==> config.mk <==
export PLATFORM = sky130hd
export DESIGN_NAME = vdma_frame_point_ctrl
export DESIGN_NICKNAME = d
export VERILOG_FILES = /design/src/rtl/vdma_frame_point_ctrl.sv
export SDC_FILE = /design/constraint.sdc
export NUM_CORES = 1
export LEC_CHECK = 0
export BUFFER_PORTS_ARGS = -buffer_cell sky130_fd_sc_hd__buf_4
export CAP_MARGIN = 40
export CORE_ASPECT_RATIO = 0.7
export CORE_MARGIN = 1
export CORE_UTILIZATION = 47
export CTS_BUF_LIST = sky130_fd_sc_hd__clkbuf_4 sky130_fd_sc_hd__clkbuf_8
export CTS_CLUSTER_DIAMETER = 80
export CTS_CLUSTER_SIZE = 8
export DETAILED_ROUTE_END_ITERATION = 8
export HOLD_SLACK_MARGIN = 0.08
export PLACE_DENSITY = 0.82
export SLEW_MARGIN = 30
export SYNTH_ARGS = -nofsm -noshare
export SYNTH_HDL_FRONTEND = slang
export SYNTH_SLANG_ARGS = --single-unit
export TNS_END_PERCENT = 20
==> constraint.sdc <==
create_clock -name clk -period 3.05 [get_ports clk]
set_input_delay 0.1525 -clock clk [delete_from_list [all_inputs] [get_ports clk]]
set_output_delay 0.1525 -clock clk [all_outputs]
set_load 0.005 [all_outputs]
==> src/rtl/vdma_frame_point_ctrl.sv <==
// vdma_frame_point_ctrl
// Triple/multi-buffer frame-pointer arbiter between a write VDMA and a read
// VDMA. Each side's vsync rising (active-level) edge marks a frame start.
// The writer always moves to a buffer that the reader is not about to use.
// The reader always takes the newest completely written frame, or repeats
// its current buffer if no new frame has finished since its last read.
//
// Ports
//   clk           single clock, rising edge
//   rst           synchronous active-high reset
//   wr_vs, rd_vs  write/read vsync, already in the clk domain
//   wr_point      buffer index for the write VDMA
//   rd_point      buffer index for the read VDMA
//   wr_baseaddr   base address of wr_point (one cycle behind wr_point)
//   rd_baseaddr   base address of rd_point (one cycle behind rd_point)
//   rd_valid      rd_point holds a completely written frame
//   frame_drop    one-cycle pulse: a finished frame was overwritten unread
//   frame_repeat  one-cycle pulse: reader re-reads its previous buffer
//
// state   | meaning
// --------+--------------------------------------------------------------
// ST_INIT | no frame completed since reset; read edges are ignored
// ST_RUN  | at least one frame completed; reader may take last_done

module vdma_frame_point_ctrl #(
   parameter int          NUM_BUF    = 3,
   parameter int          ADDR_W     = 32,
   parameter logic [31:0] BASE_ADDR  = 32'h1000_0000,
   parameter logic [31:0] FRAME_SIZE = 32'h0010_0000,
   parameter bit          VS_POL     = 1'b1
) (
   input  logic              clk,
   input  logic              rst,
   input  logic              wr_vs,
   input  logic              rd_vs,
   output logic [2:0]        wr_point,
   output logic [2:0]        rd_point,
   output logic [ADDR_W-1:0] wr_baseaddr,
   output logic [ADDR_W-1:0] rd_baseaddr,
   output logic              rd_valid,
   output logic              frame_drop,
   output logic              frame_repeat
);

   typedef enum logic {ST_INIT, ST_RUN} state_t;

   localparam logic [3:0]        NB     = 4'(NUM_BUF);
   localparam logic [2:0]        LAST   = 3'(NUM_BUF - 1);
   localparam logic [ADDR_W-1:0] BASE_A = ADDR_W'(BASE_ADDR);
   localparam logic [ADDR_W-1:0] FRM_A  = ADDR_W'(FRAME_SIZE);
   localparam logic [ADDR_W-1:0] RD_RST_ADDR = BASE_A + ADDR_W'(LAST) * FRM_A;

   state_t            state_q, state_d;
   logic              wr_vs_d_q, rd_vs_d_q;
   logic [2:0]        wr_point_q, wr_point_d;
   logic [2:0]        rd_point_q, rd_point_d;
   logic [2:0]        last_done_q, last_done_d;
   logic              fresh_q, fresh_d;
   logic              rd_valid_q, rd_valid_d;
   logic              frame_drop_q, frame_drop_d;
   logic              frame_repeat_q, frame_repeat_d;
   logic [ADDR_W-1:0] wr_baseaddr_q, wr_baseaddr_d;
   logic [ADDR_W-1:0] rd_baseaddr_q, rd_baseaddr_d;

   logic       wr_edge, rd_edge, rd_take;
   logic [2:0] rd_next;
   logic [2:0] wr_sel;
   logic [3:0] cand;
   logic       found;

   assign wr_edge = (wr_vs == VS_POL) && (wr_vs_d_q != VS_POL);
   assign rd_edge = (rd_vs == VS_POL) && (rd_vs_d_q != VS_POL);

   always_comb begin
      state_d        = state_q;
      wr_point_d     = wr_point_q;
      rd_point_d     = rd_point_q;
      last_done_d    = last_done_q;
      fresh_d        = fresh_q;
      rd_valid_d     = rd_valid_q;
      frame_drop_d   = 1'b0;
      frame_repeat_d = 1'b0;
      rd_take        = 1'b0;

      // Reader is serviced first so the writer sees this cycle's rd_point.
      if (rd_edge && state_q == ST_RUN) begin
         if (fresh_q) begin
            rd_take    = 1'b1;
            rd_point_d = last_done_q;
            fresh_d    = 1'b0;
            rd_valid_d = 1'b1;
         end else begin
            frame_repeat_d = 1'b1;
         end
      end
      rd_next = rd_point_d;

      // First buffer after wr_point (circularly) that neither side owns.
      // With NUM_BUF >= 3 one always exists.
      wr_sel = wr_point_q;
      found  = 1'b0;
      cand   = 4'd0;
      for (int i = 1; i < NUM_BUF; i++) begin
         cand = {1'b0, wr_point_q} + 4'(i);
         if (cand >= NB) cand = cand - NB;
         if (!found && cand[2:0] != rd_next && cand[2:0] != wr_point_q) begin
            wr_sel = cand[2:0];
            found  = 1'b1;
         end
      end

      if (wr_edge) begin
         last_done_d  = wr_point_q;
         fresh_d      = 1'b1;
         state_d      = ST_RUN;
         frame_drop_d = fresh_q && !rd_take;
         wr_point_d   = wr_sel;
      end

      wr_baseaddr_d = BASE_A + ADDR_W'(wr_point_q) * FRM_A;
      rd_baseaddr_d = BASE_A + ADDR_W'(rd_point_q) * FRM_A;
   end

   always_ff @(posedge clk) begin
      if (rst) begin
         state_q        <= ST_INIT;
         wr_vs_d_q      <= ~VS_POL;
         rd_vs_d_q      <= ~VS_POL;
         wr_point_q     <= 3'd0;
         rd_point_q     <= LAST;
         last_done_q    <= LAST;
         fresh_q        <= 1'b0;
         rd_valid_q     <= 1'b0;
         frame_drop_q   <= 1'b0;
         frame_repeat_q <= 1'b0;
         wr_baseaddr_q  <= BASE_A;
         rd_baseaddr_q  <= RD_RST_ADDR;
      end else begin
         state_q        <= state_d;
         wr_vs_d_q      <= wr_vs;
         rd_vs_d_q      <= rd_vs;
         wr_point_q     <= wr_point_d;
         rd_point_q     <= rd_point_d;
         last_done_q    <= last_done_d;
         fresh_q        <= fresh_d;
         rd_valid_q     <= rd_valid_d;
         frame_drop_q   <= frame_drop_d;
         frame_repeat_q <= frame_repeat_d;
         wr_baseaddr_q  <= wr_baseaddr_d;
         rd_baseaddr_q  <= rd_baseaddr_d;
      end
   end

   assign wr_point     = wr_point_q;
   assign rd_point     = rd_point_q;
   assign wr_baseaddr  = wr_baseaddr_q;
   assign rd_baseaddr  = rd_baseaddr_q;
   assign rd_valid     = rd_valid_q;
   assign frame_drop   = frame_drop_q;
   assign frame_repeat = frame_repeat_q;

endmodule
After elaboration in Yosys (flattened, before gate mapping)
Cells that the tools add are included.

operators by class
  reduce and logical (&&, ||, !) cells = 15
  $add $sub $neg = 6
  eq/ne operators = 4
  $lt $le $gt $ge = 2
  mux-type cells = 12
  bitwise logic cells = 4

operators by type and width
  operator                count
  $add 29x23->30 const A  2
  $mux 3                  6
  $ne 3x3->1              4
  $ge 4x2->1 const B      2
  $logic_and 1x1->1       7
  $mux 1                  6
  $sub 3x2->3 const B     2
  $add 3x1->4 const B     1
  $add 3x2->4 const B     1
  $not 1->1               4
  $reduce_and 2->1        2
  $reduce_bool 2->1       2
  $reduce_or 2->1         2
  $logic_not 1->1         2

word-level totals
  output and inout port bits = 73
  register bits = 80
  word-level logic and storage cells = 55

Logic depth before layout (Yosys ltp)
  depth after elaboration = 12
  gate-level depth with buffers = 12
  depth with buffers taken out = 10

Least setup slack after synthesis
OpenSTA, ideal clock, no wires.

  path type = reg2reg
  start point = register wr_point_q[0], in the netlist wr_point[0]
  end point = register wr_point_q[0], in the netlist wr_point[0]
  setup slack = 0.428 ns
  clock period less this slack = 2.622 ns
  buffers on the path = 2
  stages on the path, launching flop included = 13
  arrival = 2.501 ns
  cell sequence = dfxtp_1 > buf_2 > inv_1 > ha_1 > buf_2 > xnor2_1 > mux2i_1 > and4bb_1 > a31o_2 > o21ai_0 > and2_2 > o21ai_0 > mux2_2

on the way
  word-level cells in the longest chain between the ends = 11
  elaborated cells on any way between the ends = 21
  those cells by class = 4 x add/sub; 2 x order compare; 4 x eq/ne; 5 x mux; 6 x reduce/logical

RTL lines
  item                                       line  RTL
  start: declaration                         55    logic [2:0] wr_point_q, wr_point_d;
  start signal: assignment                   142   wr_point_q <= wr_point_d;
  $add 3x1->4                                104   cand = {1'b0, wr_point_q} + 4'(i);
  $ge 4x2->1 or $sub 3x2->3 (tied branches)  105   if (cand >= NB) cand = cand - NB;
  $mux 3                                     105
  $ne 3x3->1                                 106   if (!found && cand[2:0] != rd_next && cand[2:0] != wr_point_q) begin
  $logic_and 1x1->1                          106
  $mux 1                                     106
  $logic_not 1->1                            106
  $logic_and 1x1->1 (2 in a row)             106
  $reduce_bool 2->1 (no source line)         n/a
  $reduce_and 2->1 (no source line)          n/a

Several ways; a longest one is shown, not always the timed one. The select of a mux whose other input is x is not followed.
A chain may end at the register's enable or synchronous reset.

Worst setup path after layout
Same ends and word-level chain as after synthesis.

==> metrics.txt <==
Avg Inst Size Synth=between 8 and 9 µm²; Unique masters post-synth=37; crit path launch type=flop; asr flop ratio synth=0; GPL Wtd Cong=between 0.8 and 0.9; DRT antenna net count=0; post-layout worst setup margin=481.1 ps; Post-Route WL=about 2200 µm; Synth Area in XOR/XNOR=0.07298; CTS sink count=22; post-DR wirelength/cell=about 9.4 µm; clk_skew=~1.3 ps; final setup TNS=0 ps; I/O Buffers=18; First-pass DRT Iterations=6; initial antenna violation count=0; Crit-path slowest cell=ha_1; largest net degree at the start of global routing=22; CP top delay family=multiplexers; max_slew headroom=0.6123; Post-Layout Cell Count=235; status=completed; Max Fclk=a little under 0.4 GHz; Hold Fails Final Rpt=0; Vias/cell=~4.2; mux cell area share after synthesis=0.04330; total I/O pin count=77; area of the core=approximately 3100 µm²; Min-Delay Path Class=in2reg; largest family of logic cells by synthesized area=buffers and inverters; WP data arrival=between 2000 and 3000 ps; Worst-Skew Late Latency=approximately 260 ps; proportion of layout cells with a drive suffix above 1=0.1624; worst slack, placed=~470 ps; Initial Util=0.4956; CP max stage delay=a little over 400 ps; Layout area overhead=0.7219%; Post-Synth Adder-Cell Area=0.04010; Max Slew Vio Count=0; CP max FO=5; FP Rows=17; DR DRC count=0; total power=1.212 mW; Nets=between 200 and 250; RSZ-0062 raised after global routing=false; register area share after synthesis=0.2823; clock-pin slew on the worst setup and hold paths=around 80 ps; final core utilization=0.4992; number of flops mapped to enable cells by yosys=0; TritonCTS Buffers=3; cell count after synthesis=roughly 180; Post-synth top flop=dfxtp_1; cells along the critical path=inv_1, ha_1, xnor2_1, mux2i_1, and4bb_1, a31o_2, o21ai_0, and2_2, o21ai_0, mux2_2; most frequent cells in the layout=conb_1 (58), dfxtp_1 (22), buf_4 (19), nor2_1 (14); Synth Area in Simple Gates=0.1628; Synth Warn #=0; dpl cells=approximately 230; All-Layer GR Usage=0.1246; overall die height=between 50 and 60 µm; pwr dens=between 700 and 800 nW/µm²; mapped cell area=1560 µm²; Initial DRC Count=84; worst vdd ir=0.2542 mV; aggregate global routing overflow=0; die area=roughly 3600 µm²; CP Class=reg2reg; post-cts resize count=0; antenna cells=0; clock root buffer=clkbuf_8; total number of vias=986; first-pass GRT wire length=approximately 3500 µm; commonest non-fill, non-tap cell in the layout=conb_1; Critical Path RT=about 3200 ps; CTS tree=done; DP HPWL=1714 µm; Clock Tree Buf Depth=2; Setup Buffers After CTS=0; Setup-failing EPs final=0; Final min period=about 2600 ps; Buf/Inv on CP=1; post-synthesis compound-gate area fraction=0.08661; number of global-route vias before repair=780; Static Leak=~0.77 nW; post-synthesis register bit count=22; H-tree depth=1; Crit. End Element=flop; Max Cap Viol=0; crit-path most repeated cell=o21ai_0; worst-margin pin slew=between 500 and 600 ps; fin crit share=0.8423; hold_buf cts=0; Die Wd=70.87 µm
==> worst paths after layout <==
| kind | from | endpoint | slack [ps] | depth (start not counted) |
|---|---|---|---|---|
| hold reg to reg | rd_valid | rd_valid | 450 | 2 |
| hold / removal | wr_vs | wr_vs_d_q | 120 | 2 |
| setup / recovery | wr_point[0] | wr_point[0] | 480 | 10 |
| setup reg to reg | wr_point[0] | wr_point[0] | 480 | 10 |
==> final cells by class <==
type / count / area (µm²)
Clock inverter: 1 / 30.03
Multi-Input combinational cell: 147 / 850.8
Timing Repair Buffer: 19 / 142.6
Tap cell: 38 / 47.55
Clock buffer: 3 / 41.29
Inverter: 5 / 18.77
Fill cell: 312 / 1577
Sequential cell: 22 / 440.4
==> cell families after synthesis <==
| group | after synthesis |
|---|---|
| adder cells (fa/ha/maj) | 5 |
| AO/OA/AOI/OAI | 20 |
| multiplexers | 5 |
| buffers and inverters | 69 |
| flip-flops | 22 |
| AND/OR/NAND/NOR | 46 |
| XOR/XNOR | 13 |
| other | 2 |
==> synth_stat cells (2+ instances only) <==
master	count	area [µm²]
conb_1	2	7.510
mux2i_1	2	20.02
buf_4	58	435.4
ha_1	5	62.56
dfxtp_1	22	440.4
a21oi_1	7	35.03
inv_1	5	18.77
nor3_1	4	20.02
nor2b_1	6	37.54
xnor2_1	9	78.83
nand2_1	9	33.78
o21ai_0	6	30.03
xor2_1	4	35.03
nor2_1	14	52.55
buf_2	2	10.01
nand2b_1	3	18.77
clkbuf_1	4	15.01
==> per-stage QoR <==
step	cell area, µm²	hold slack [ps]
after global placement	1500	383.0
final	1572	121.4
after detailed placement	1500	394.5
after global routing	1572	129.6
after floorplan	1770	228.4
after CTS	1572	125.5
==> report_power, final <==
part / switching (mW) / total (mW) / internal [mW]
combinational: 0.329 / 0.590 / 0.261
clock: 0.0918 / 0.267 / 0.175
sequential: 0.0338 / 0.355 / 0.321
==> sequential cells by signal (all words and copies together), names as in the netlist <==
signal,flops
last_done_q,3
rd_baseaddr,3
rd_point,3
wr_baseaddr,3
wr_point,3
frame_drop,1
frame_repeat,1
fresh_q,1
rd_valid,1
rd_vs_d_q,1
state_q,1
wr_vs_d_q,1
==> routing by layer <==
| metal | vias to the layer above | share of wire | track usage |
|---|---|---|---|
| li1 | 501 | - | - |
| met1 | 442 | 0.48 | 0.1681 |
| met2 | 41 | 0.45 | 0.1971 |
| met3 | 2 | 0.064 | 0.03614 |
| met4 | 0 | 0.0064 | 0.03000 |
| met5 | - | 0 | 0 |
No activity file was read; power rests on OpenSTA's default activity.
